`src/rtl/mem_access_unit_pkg.sv`:
```
// Shared definitions for the memory-stage access unit: RV32I funct3 codes,
// FSM state encoding and the load tracker record.
package MemOps;

  localparam logic [2:0] F3_B  = 3'b000;
  localparam logic [2:0] F3_H  = 3'b001;
  localparam logic [2:0] F3_W  = 3'b010;
  localparam logic [2:0] F3_BU = 3'b100;
  localparam logic [2:0] F3_HU = 3'b101;

  typedef enum logic {
    IDLE  = 1'b0,
    MERGE = 1'b1
  } state_e;

  typedef struct packed {
    logic       valid;
    logic [2:0] funct3;
    logic [1:0] offset;
  } ld_trk_t;

  // Low offset bits that cannot address a lane of the access width are masked.
  function automatic logic [1:0] eff_offset(input logic [2:0] f3, input logic [1:0] off);
    logic [1:0] r;
    case (f3)
      F3_B, F3_BU: r = off;
      F3_H, F3_HU: r = {off[1], 1'b0};
      default:     r = 2'b00;
    endcase
    return r;
  endfunction

endpackage

```
`src/rtl/mem_access_unit_lane_align.sv`:
```
// Combinational lane logic: store merge into an old word and load
// extraction with sign/zero extension.
module mem_lane_align
  import MemOps::*;
(
  input  logic [31:0] st_old_i,
  input  logic [31:0] st_new_i,
  input  logic [2:0]  st_funct3_i,
  input  logic [1:0]  st_offset_i,
  output logic [31:0] st_word_o,
  input  logic [31:0] ld_word_i,
  input  logic [2:0]  ld_funct3_i,
  input  logic [1:0]  ld_offset_i,
  output logic [31:0] ld_result_o
);

  logic [7:0]  ld_byte;
  logic [15:0] ld_half;

  always_comb begin
    st_word_o = st_old_i;
    case (st_funct3_i)
      F3_B:    st_word_o[{st_offset_i, 3'b000} +: 8]     = st_new_i[7:0];
      F3_H:    st_word_o[{st_offset_i[1], 4'b0000} +: 16] = st_new_i[15:0];
      default: st_word_o = st_old_i;
    endcase
  end

  always_comb begin
    ld_byte = ld_word_i[{ld_offset_i, 3'b000} +: 8];
    ld_half = ld_word_i[{ld_offset_i[1], 4'b0000} +: 16];
    case (ld_funct3_i)
      F3_B:    ld_result_o = {{24{ld_byte[7]}}, ld_byte};
      F3_BU:   ld_result_o = {24'h000000, ld_byte};
      F3_H:    ld_result_o = {{16{ld_half[15]}}, ld_half};
      F3_HU:   ld_result_o = {16'h0000, ld_half};
      F3_W:    ld_result_o = ld_word_i;
      default: ld_result_o = '0;
    endcase
  end

endmodule

```
`src/rtl/mem_access_unit.sv`:
```
// Memory-stage front end: word-wide dmem access, read-modify-write for SB/SH,
// load alignment. Optional trap on misaligned/illegal access via MISALIGN_TRAP_EN.
module mem_access_unit
  import MemOps::*;
#(
  parameter int ADDR_WIDTH = 9,
  parameter int DATA_WIDTH = 32
) (
  input  logic                  i_clk,
  input  logic                  i_rst,
  input  logic                  i_valid,
  input  logic                  i_mem_read,
  input  logic                  i_mem_write,
  input  logic [2:0]            i_funct3,
  input  logic [31:0]           i_addr,
  input  logic [DATA_WIDTH-1:0] i_wdata,
  output logic                  o_stall,
  output logic                  o_dmem_we,
  output logic [ADDR_WIDTH-1:0] o_dmem_addr,
  output logic [DATA_WIDTH-1:0] o_dmem_wdata,
  input  logic [DATA_WIDTH-1:0] i_dmem_rdata,
  output logic [DATA_WIDTH-1:0] o_load_data,
  output logic                  o_load_valid,
  output logic                  o_misaligned
);

  state_e                state_q, state_d;
  logic [ADDR_WIDTH-1:0] addr_q, addr_d;
  logic [1:0]            off_q, off_d;
  logic [2:0]            f3_q, f3_d;
  logic [31:0]           wdata_q, wdata_d;
  ld_trk_t               trk_q, trk_d;

  logic [ADDR_WIDTH-1:0] word_idx;
  logic [1:0]            off;
  logic                  unused_addr;
  logic                  want_st, want_ld;
  logic                  f3_st_ok, f3_ld_ok;
  logic                  trap;
  logic                  do_ld, do_sw, do_sub;
  logic                  we_c, stall_c;
  logic [ADDR_WIDTH-1:0] addr_c;
  logic [31:0]           wdata_c;
  logic [31:0]           merged, ld_res;

  assign word_idx    = i_addr[ADDR_WIDTH+1:2];
  assign off         = i_addr[1:0];
  assign unused_addr = ^i_addr[31:ADDR_WIDTH+2];

  assign want_st  = i_valid & i_mem_write;
  assign want_ld  = i_valid & i_mem_read & ~i_mem_write;
  assign f3_st_ok = (i_funct3 == F3_B) | (i_funct3 == F3_H) | (i_funct3 == F3_W);
  assign f3_ld_ok = f3_st_ok | (i_funct3 == F3_BU) | (i_funct3 == F3_HU);

`ifdef MISALIGN_TRAP_EN
  logic align_bad;
  assign align_bad = (((i_funct3 == F3_H) | (i_funct3 == F3_HU)) & off[0])
                   | ((i_funct3 == F3_W) & (off != 2'b00));
  assign trap = (want_st & (~f3_st_ok | align_bad)) | (want_ld & (~f3_ld_ok | align_bad));
`else
  assign trap = 1'b0;
`endif

  assign do_ld  = (state_q == IDLE) & want_ld & f3_ld_ok & ~trap;
  assign do_sw  = (state_q == IDLE) & want_st & (i_funct3 == F3_W) & ~trap;
  assign do_sub = (state_q == IDLE) & want_st & ((i_funct3 == F3_B) | (i_funct3 == F3_H)) & ~trap;

  mem_lane_align u_lane (
    .st_old_i    (i_dmem_rdata),
    .st_new_i    (wdata_q),
    .st_funct3_i (f3_q),
    .st_offset_i (off_q),
    .st_word_o   (merged),
    .ld_word_i   (i_dmem_rdata),
    .ld_funct3_i (trk_q.funct3),
    .ld_offset_i (trk_q.offset),
    .ld_result_o (ld_res)
  );

  always_comb begin
    state_d = state_q;
    addr_d  = addr_q;
    off_d   = off_q;
    f3_d    = f3_q;
    wdata_d = wdata_q;
    trk_d   = '0;
    we_c    = 1'b0;
    stall_c = 1'b0;
    addr_c  = word_idx;
    wdata_c = i_wdata;
    case (state_q)
      IDLE: begin
        trk_d.valid  = do_ld;
        trk_d.funct3 = i_funct3;
        trk_d.offset = eff_offset(i_funct3, off);
        we_c         = do_sw;
        if (do_sub) begin
          stall_c = 1'b1;
          addr_d  = word_idx;
          off_d   = eff_offset(i_funct3, off);
          f3_d    = i_funct3;
          wdata_d = i_wdata;
          state_d = MERGE;
        end
      end
      MERGE: begin
        we_c    = 1'b1;
        addr_c  = addr_q;
        wdata_c = merged;
        state_d = IDLE;
      end
      default: state_d = IDLE;
    endcase
  end

  always_ff @(posedge i_clk or posedge i_rst) begin
    if (i_rst) begin
      state_q <= IDLE;
      addr_q  <= '0;
      off_q   <= '0;
      f3_q    <= '0;
      wdata_q <= '0;
      trk_q   <= '0;
    end else begin
      state_q <= state_d;
      addr_q  <= addr_d;
      off_q   <= off_d;
      f3_q    <= f3_d;
      wdata_q <= wdata_d;
      trk_q   <= trk_d;
    end
  end

  // Strobes are gated by reset so an in-flight merge write is dropped at once.
  assign o_dmem_we    = we_c & ~i_rst;
  assign o_stall      = stall_c & ~i_rst;
  assign o_misaligned = trap & ~i_rst;
  assign o_dmem_addr  = addr_c;
  assign o_dmem_wdata = wdata_c;
  assign o_load_valid = trk_q.valid;
  assign o_load_data  = trk_q.valid ? ld_res : '0;

endmodule

```
`config.mk`:
```
export PLATFORM = sky130hd
export DESIGN_NAME = mem_access_unit
export DESIGN_NICKNAME = d
export VERILOG_FILES = /design/src/rtl/mem_access_unit_pkg.sv /design/src/rtl/mem_access_unit_lane_align.sv /design/src/rtl/mem_access_unit.sv
export SDC_FILE = /design/constraint.sdc
export NUM_CORES = 1
export LEC_CHECK = 0
export BUFFER_PORTS_ARGS = -buffer_cell sky130_fd_sc_hd__buf_2
export CAP_MARGIN = 15
export CELL_PAD_IN_SITES_DETAIL_PLACEMENT = 1
export CELL_PAD_IN_SITES_GLOBAL_PLACEMENT = 1
export CORE_ASPECT_RATIO = 0.6
export CORE_MARGIN = 2
export CORE_UTILIZATION = 37
export CTS_CLUSTER_SIZE = 25
export DETAILED_ROUTE_END_ITERATION = 6
export PLACE_DENSITY = 0.94
export REMOVE_ABC_BUFFERS = 1
export SYNTH_ARGS = -nofsm -noshare
export SYNTH_HDL_FRONTEND = slang
export SYNTH_SLANG_ARGS = --single-unit
```
`constraint.sdc`:
```
create_clock -name i_clk -period 4.7 [get_ports i_clk]
set_input_delay 0.705 -clock i_clk [delete_from_list [all_inputs] [get_ports i_clk]]
set_output_delay 0.705 -clock i_clk [all_outputs]
set_load 0.05 [all_outputs]
```
## After elaboration in Yosys (flattened, before gate mapping)

Index checks and enable logic that the tools add are counted.

- Register bits: 37
- Bits of input ports: 104
- Output and inout port bits: 77
- Word-level logic and storage cells: 61

- Add/subtract/negate cells: 2
- Eq/ne operators: 9
- Shifts and indexed selects: 6
- Muxes and demuxes: 13
- Bitwise logic cells: 17
- Reductions and logical operators: 6

Operators with widths:

| operator | number |
|---|---|
| $pmux 32 s5 | 1 |
| $bwmux 32 | 2 |
| $mux 32 | 2 |
| $pmux 32 s2 | 1 |
| $shift 16x7->32 const A | 1 |
| $shift 8x7->32 const A | 1 |
| $shiftx 16x7->32 | 1 |
| $shiftx 32x6->16 | 1 |
| $shiftx 32x6->8 | 1 |
| $shiftx 8x7->32 | 1 |
| $neg 5->7 | 2 |
| $eq 3x3->1 const B | 4 |
| $and 1x1->1 | 10 |
| $eq 3x1->1 const B | 3 |
| $logic_not 3->1 | 3 |
| $mux 9 | 1 |
| $eq 3x2->1 const B | 2 |
| $mux 6 | 1 |
| $or 1x1->1 | 4 |
| $pmux 1 s2 | 2 |
| $pmux 2 s2 | 1 |
| $reduce_or 2->1 | 2 |
| $not 1->1 | 3 |
| $mux 1 | 2 |
| $reduce_and 2->1 | 1 |

## Longest topological paths before layout

Gate-level depths: netlist (run 1).

- Depth after elaboration: 7
- Depth in mapped cells: 9
- Mapped depth without buffers: 6

## Cells and area by module

Synthesis (run 1) repeated with hierarchy kept, for this count alone.

- Cell total of the unflattened synthesis: 421
- Area total of the unflattened synthesis: 4240.3 um2

Modules (own cells, without submodules):

| module | instances | cells an instance | area each (um2) | seq. area each (um2) |
|---|---|---|---|---|
| mem_access_unit | 1 | 203 | 2701.3 | 1326.3 |
| mem_lane_align | 1 | 218 | 1539.0 | 0.0 |

## Worst setup path after synthesis (run 1)

OpenSTA, ideal clock, no wires.

- Path kind: reg-to-output
- Start: reg off_q[1]
- End: out o_dmem_wdata[7]
- Arrival: 2674 ps
- Required time: 3995 ps
- Slack: 1321 ps
- Stages on the path, launching flop included: 9
- Path buffers: 2
- Cells stage by stage: dfrtp_1 buf_2 buf_2 inv_1 ha_1 nor2_1 a31oi_1 o221a_2 a21oi_1

- Longest elaborated chain between the ends: 5
- Elaborated cells on any way between the ends: 10
- Classes of those cells: add/sub (2); shift (4); mux (4)

Ends and longest elaborated chain:

| item | RTL line | text |
|---|---|---|
| start, declared | mem_access_unit.sv:29 | `logic [1:0] off_q, off_d;` |
| start signal, assigned | mem_access_unit.sv:120 | `off_q <= '0;` |
| start signal, assigned | mem_access_unit.sv:127 | `off_q <= off_d;` |
| $neg 5->7 (on tied branches) | mem_access_unit_lane_align.sv:24, mem_access_unit_lane_align.sv:23 |  |
| $shiftx 16x7->32 (tied with other cells) | mem_access_unit_lane_align.sv:24 | `F3_H: st_word_o[{st_offset_i[1], 4'b0000} +: 16] = st_new_i[15:0];` |
| $bwmux 32 (on tied branches) | mem_access_unit_lane_align.sv:24, mem_access_unit_lane_align.sv:23 |  |
| $pmux 32 s2 * | mem_access_unit_lane_align.sv:22 | `case (st_funct3_i)` |
| $mux 32 * | mem_access_unit.sv:91 | `case (state_q)` |
| end, declared | mem_access_unit.sv:20 | `output logic [DATA_WIDTH-1:0] o_dmem_wdata,` |

Mark *: on every way between the ends. The rest lies on a longest branch, timed or not.

## Worst setup path after layout (run 1)

- Start: reg off_q[0]
- End: out o_dmem_wdata[7]

- Longest elaborated chain between the ends: 5
- Elaborated cells on any way between the ends: 6
- Classes of those cells: add/sub (1); shift (2); mux (3)

Ends and longest elaborated chain:

| item | RTL line | text |
|---|---|---|
| $neg 5->7 * | mem_access_unit_lane_align.sv:23 | `F3_B: st_word_o[{st_offset_i, 3'b000} +: 8] = st_new_i[7:0];` |
| $shiftx 8x7->32 or $shift 8x7->32 (tied branches) | mem_access_unit_lane_align.sv:23 |  |
| $bwmux 32 * | mem_access_unit_lane_align.sv:23 |  |
| $pmux 32 s2 * | mem_access_unit_lane_align.sv:22 |  |
| $mux 32 * | mem_access_unit.sv:91 |  |

Marked as above.

==> run_results.csv, run 1 <==
group,metric,value,unit
outcome,status,"finished clean",
route,detail_route.iter0.violations,269,
die,start_util,38.2,%
clocking,cts_tree,"done",
yosys,synth_cell_types,39,
clocking,cts-root-buf,"clkbuf_16",
route,vias,4398,
clocking,cts-htree-levels,2,
sta,report.final.slew_viol_count,0,
yosys,yosys_most_used_dff,"dfrtp_1",
sta,hold_viol_final,0,
power_and_ir_drop,p_total,1610,uW
global_route,grt_pass1_vias,4492,
power_and_ir_drop,powerDensity,317,nW/um2
finish,final_nets,704,
setup_path,start_kind,"flop",
clocking,ctsResizeCount,0,
yosys,avgSynthCellArea,8.67,um2
die,die_x,139,um
yosys,synth_edf_count,0,
yosys,synth_area_leaders,"dfrtp_1 23%, mux2_2 13%, mux2_4 8.2%",
setup_path,crit_family,"compound AO/OA/AOI/OAI gates",
route,finalWirelength,15900,um
sta,setup_viol,0,
sta,fin_crit,3.53,ns
finish,mostFrequentLayoutCell,"buf_2",
setup_path,crit_required,3.99,ns
route,drtPass1Iterations,5,
sta,fin_tns_setup,0,ns
clocking,post_cts_buffers,0,
finish,area_delta_synth_final,25.2,%
clocking,cts_hold_buf,0,
sta,max_freq,283,MHz
clocking,path_clk_slew,0.06,ns
sta,worstMarginPinSlew,0.934,ns
finish,postLayoutCellArea,5070,um2
setup_path,r2r_cells,3,
sta,whs,0.507,ns
clocking,cts_buffer_depth,2,
yosys,synth_cells,467,
sta,skew,0.00534,ns
sta,fin_ws,1.17,ns
finish,fill_cells,1272,
die,die_h,85.0,um
setup_path,crit_arrival,2.83,ns
global_route,grt_max_degree,38,
placed_design,place_hpwl,11500,um
yosys,synth_area_leader_cell,"dfrtp_1",
finish,layout_common_cells,"158 x buf_2, 69 x nand2_1, 46 x mux2_2",
global_route,antenna_found_initial,2,
sta,rsz0062_at_grt,"false",
route,drtAntennaViolNets,0,
global_route,overflow,0,
route,viasPerCell,5.98,
placed_design,dp_worst_setup_slack,1.47,ns
yosys,ys_async_sr_fraction,100,%
route,wl_per_cell,21.6,um
power_and_ir_drop,cellLeakagePower,0.00232,uW
setup_path,critPathBufInv,2,
setup_path,cpMaxStageDelayCell,"nor2_1",
die,top_level_ports,181,
clocking,clkSinkCount,37,
yosys,yosysWarnings,0,
global_route,grt_usage,26.5,%
placed_design,port_buffers,158,
setup_path,cp.depth,7,
sta,slew_headroom,37.6,%
die,fp.coreArea,10600,um2
hold_path,min_path_type,"flop to flop",
clocking,cts_buffers,5,
placed_design,dpl_cell_area,4810,um2
setup_path,crit_path_max_fanout,8,
setup_path,critical_path.cell_chain,"inv_1 > ha_1 > nor2_1 > a31oi_1 > o221a_2 > a21oi_1 > buf_2",
route,route.detailed.drc,0,
setup_path,critPathCaptureType,"primary output",
power_and_ir_drop,ir_drop,0.148,mV
die,fp.dieArea,11800,um2
hold_path,whs_path_depth,1,
finish,num_antenna_cells,0,
global_route,grt_pass1_wl,25000,um
placed_design,gp_congestion,0.884,
clocking,clkLatencyLatePin,0.29,ns
yosys,ys_ff_latch,37,
yosys,seq_area_frac_synth,22.9,%
die,rows,29,
finish,layout-drive-gt1-share,42.1,%
yosys,yosysTopAreaCellShare,22.9,%
job,cap_violations,0,
yosys,syn-cell-area,4050,um2
setup_path,slowest_delay,0.58,ns
setup_path,worst-setup-path-type,"flop to primary output",
sta,timing.final.crit_share,75.1,%
worst paths after layout:
check	startpoint	end	slack, ns
max in group asynchronous	i_rst	off_q[1]	3.46
setup reg to reg	state_q	wdata_q[0]	2.52
min in group asynchronous	i_rst	addr_q[6]	0.63
setup / recovery	off_q[0]	o_dmem_wdata[7]	1.17
hold reg to reg	addr_q[1]	addr_q[1]	0.51
hold / removal	addr_q[1]	addr_q[1]	0.51
kinds of logic (layout without fill, tap and decap cells):
group | Yosys count | count (layout) | share of synthesized area [%]
AOI/OAI and AO/OA | 114 | 114 | 20.5
adders and majority gates | 5 | 5 | 1.55
buffers and inverters | 49 | 178 | 6.21
DFF | 37 | 37 | 22.9
muxes | 101 | 101 | 29.1
other | 1 | 1 | 0.0926
and+or+nand+nor | 160 | 160 | 19.7
area by class of cell:
type | instances | area [um2] | area share, %
Timing Repair Buffer | 165 | 903 | 17.8
Sequential cell | 37 | 928 | 18.3
Clock inverter | 1 | 30.0 | 0.592
Clock buffer | 7 | 143 | 2.81
Inverter | 5 | 18.8 | 0.370
Multi-Input combinational cell | 381 | 2870 | 56.7
Tap cell | 139 | 174 | 3.43
flip-flops by register name (all words and copies together) (netlist names):
name,cells
off_q,2
wdata_q,16
o_load_valid,1
f3_q,3
state_q,1
addr_q,9
trk_q,5
power by group:
part,internal [uW],switching (uW),total (uW)
clock network,266,151,417
logic,303,451,754
registers,374,62.1,436
per-layer routing:
| layer | vias up | global-route usage [%] | wire, um |
|---|---|---|---|
| met5 | - | 0 | 11 |
| met4 | 2 | 5.33 | 128 |
| met3 | 18 | 6.60 | 1260 |
| met2 | 201 | 44.2 | 7450 |
| met1 | 2192 | 35.3 | 7000 |
| li1 | 1985 | - | - |
cells in the mapped netlist, types with 2 or more instances:
| cell type | n |
|---|---|
| dfrtp_1 | 37 |
| buf_1 | 2 |
| o221ai_1 | 24 |
| mux2_4 | 22 |
| a222oi_1 | 7 |
| nor2_1 | 18 |
| mux2i_1 | 33 |
| mux2_2 | 46 |
| o21bai_1 | 2 |
| inv_1 | 5 |
| buf_2 | 7 |
| and3b_1 | 2 |
| buf_12 | 2 |
| or2_2 | 2 |
| and2_1 | 4 |
| o21ai_0 | 4 |
| clkbuf_1 | 29 |
| o211ai_1 | 7 |
| ha_1 | 5 |
| a21oi_1 | 24 |
| nor3b_1 | 2 |
| buf_6 | 3 |
| nand3_1 | 10 |
| nand2b_1 | 8 |
| nand2_1 | 69 |
| o22a_1 | 7 |
| a31oi_1 | 36 |
| nor2b_1 | 39 |
per-stage QoR:
step | utilization, % | cells
after global placement | 45.4 | 724
after CTS | 47.1 | 732
after global routing | 47.9 | 735
final | 47.9 | 735
after detailed placement | 45.4 | 724
after floorplan | - | 423
No activity file was read; power rests on OpenSTA's default activity.
==> run 2: changes to the inputs <==
--- a/config.mk
+++ b/config.mk
@@ -11,10 +11,10 @@
 export CELL_PAD_IN_SITES_GLOBAL_PLACEMENT = 1
 export CORE_ASPECT_RATIO = 0.6
 export CORE_MARGIN = 2
-export CORE_UTILIZATION = 37
+export CORE_UTILIZATION = 31
 export CTS_CLUSTER_SIZE = 25
 export DETAILED_ROUTE_END_ITERATION = 6
-export PLACE_DENSITY = 0.94
+export PLACE_DENSITY = 0.84
 export REMOVE_ABC_BUFFERS = 1
 export SYNTH_ARGS = -nofsm -noshare
 export SYNTH_HDL_FRONTEND = slang
==> constraint.sdc (replaced) <==
create_clock -name i_clk -period 3 [get_ports i_clk]
set_input_delay 0.45 -clock i_clk [delete_from_list [all_inputs] [get_ports i_clk]]
set_output_delay 0.45 -clock i_clk [all_outputs]
set_load 0.05 [all_outputs]
==> run_results.csv, run 2 (synthesis gave the netlist of run 1 again) <==
group,metric,value,unit
global_route,grt_pass1_vias,4351,
route,drtAntennaViolNets,0,
setup_path,crit_required,2.55,ns
placed_design,port_buffers,158,
clocking,clkSinkCount,37,
clocking,cts_buffers,5,
setup_path,worst-setup-path-type,"flop to primary output",
die,fp.coreArea,12800,um2
sta,setup_viol,0,
finish,postLayoutCellArea,5120,um2
placed_design,place_hpwl,11600,um
power_and_ir_drop,powerDensity,479,nW/um2
finish,num_antenna_cells,0,
clocking,cts_buffer_depth,2,
route,viasPerCell,5.57,
sta,fin_tns_setup,0,ns
clocking,cts_tree,"done",
sta,timing.final.crit_share,96.9,%
route,route.detailed.drc,0,
setup_path,crit_path_max_fanout,8,
route,vias,4313,
finish,mostFrequentLayoutCell,"buf_2",
hold_path,min_path_type,"input pin to async pin",
placed_design,gp_congestion,0.898,
placed_design,dpl_cell_area,4930,um2
setup_path,start_kind,"flop",
sta,slew_headroom,38.6,%
finish,fill_cells,1554,
finish,multi_input_area,2900,um2
route,drtPass1Iterations,6,
power_and_ir_drop,ir_drop,0.209,mV
setup_path,critPathCaptureType,"primary output",
clocking,cts_hold_buf,0,
die,rows,32,
sta,fin_crit,2.91,ns
power_and_ir_drop,p_total,2450,uW
route,wl_per_cell,20.7,um
sta,report.final.slew_viol_count,0,
die,die_x,152,um
global_route,grt_usage,22.7,%
route,detail_route.iter0.violations,244,
route,finalWirelength,16000,um
sta,rsz0062_at_grt,"true",
die,die_h,92.5,um
finish,layout_common_cells,"158 x buf_2, 69 x nand2_1, 46 x mux2_2",
finish,final_nets,712,
global_route,grt_max_degree,57,
sta,hold_viol_final,0,
power_and_ir_drop,cellLeakagePower,0.00234,uW
clocking,cts-root-buf,"clkbuf_16",
finish,final_util,40.0,%
sta,worstMarginPinSlew,0.920,ns
finish,area_delta_synth_final,26.4,%
clocking,path_clk_slew,0.07,ns
finish,largest_reg_flops,16,
finish,layout-drive-gt1-share,44.5,%
finish,reg_top3,"wdata_q (16), addr_q (9), trk_q (5)",
global_route,overflow,0,
outcome,status,"finished clean",
global_route,antenna_found_initial,1,
setup_path,worst-r2r-setup-slack,1.07,ns
die,top_level_ports,181,
global_route,grt_pass1_wl,24500,um
finish,regArea,930,um2
job,cap_violations,0,
die,start_util,31.6,%
setup_path,crit_arrival,2.46,ns
clocking,clkLatencyLatePin,0.29,ns
die,fp.dieArea,14000,um2
sta,max_freq,344,MHz
sta,skew,0.00681,ns
clocking,cts-htree-levels,2,
finish,regMostFlops,"wdata_q",
==> run 2: cell count changes in the layout (fill, tap and decap cells not counted), moves of 2 or more <==
cell     before  now
buf_16        3    0
buf_4         4   15
ha_1          5    2
ha_2          0    3
nor2b_1      39   37
==> run 2: per-layer routing <==
layer / track usage (%) / routed length, um / vias up
met5: 0 / 13 / -
met4: 4.71 / 187 / 2
met3: 4.29 / 1170 / 17
met2: 36.4 / 7090 / 172
met1: 31.7 / 7540 / 2122
li1: - / - / 2000
==> run 2: stage by stage <==
step / setup WS, ns / hold slack [ns] / std cells
2_1_floorplan: -0.797 / 0.465 / 423
3_3_place_gp: 0.269 / 0.488 / 765
3_5_place_dp: 0.0813 / 0.493 / 765
4_1_cts: -0.0261 / 0.392 / 773
5_1_grt: -0.0100 / 0.403 / 774
6_report: 0.0932 / 0.377 / 774
==> run 2: cell type report <==
| cell class | count | area share, % |
|---|---|---|
| repair buffers | 173 | 17.6 |
| well taps | 170 | 4.16 |
| inverters | 5 | 0.367 |
| clock inverters | 2 | 0.269 |
| multi-input cells | 381 | 56.7 |
| clock buffers | 6 | 2.71 |
| flip-flops and latches | 37 | 18.2 |
==> run 2: power by group <==
| group | internal [uW] | switching (uW) | total (uW) |
|---|---|---|---|
| registers | 586 | 90.0 | 676 |
| logic | 486 | 714 | 1200 |
| clock network | 332 | 243 | 574 |
| total | 1400 | 1050 | 2450 |
==> run 2: critical path, cell delays in order (launching register included) <==
cell and delay (ns):
dfrtp_2 0.46, inv_1 0.12, ha_1 0.37, nor2b_4 0.30
a31oi_1 0.13, o221ai_1 0.30, mux2_2 0.22, buf_2 0.25
==> run 2: worst paths after layout <==
check	startpoint	to	cells after the start
max	off_q[0]	o_dmem_wdata[17]	7
min	i_rst	state_q	2
max reg2reg	state_q	addr_q[8]	3
min reg2reg	addr_q[4]	addr_q[4]	1
max in group asynchronous	i_rst	off_q[0]	2
min in group i_clk	i_addr[4]	addr_q[2]	2
==> run 2: what timing repair did <==
action                                 in CTS  in global routing
setup endpoints to repair                   9                 29
gates resized for setup                     3                  7
endpoints found under the hold margin       0                  0
pin swaps                                   0                  0
buffers inserted                            0                  1
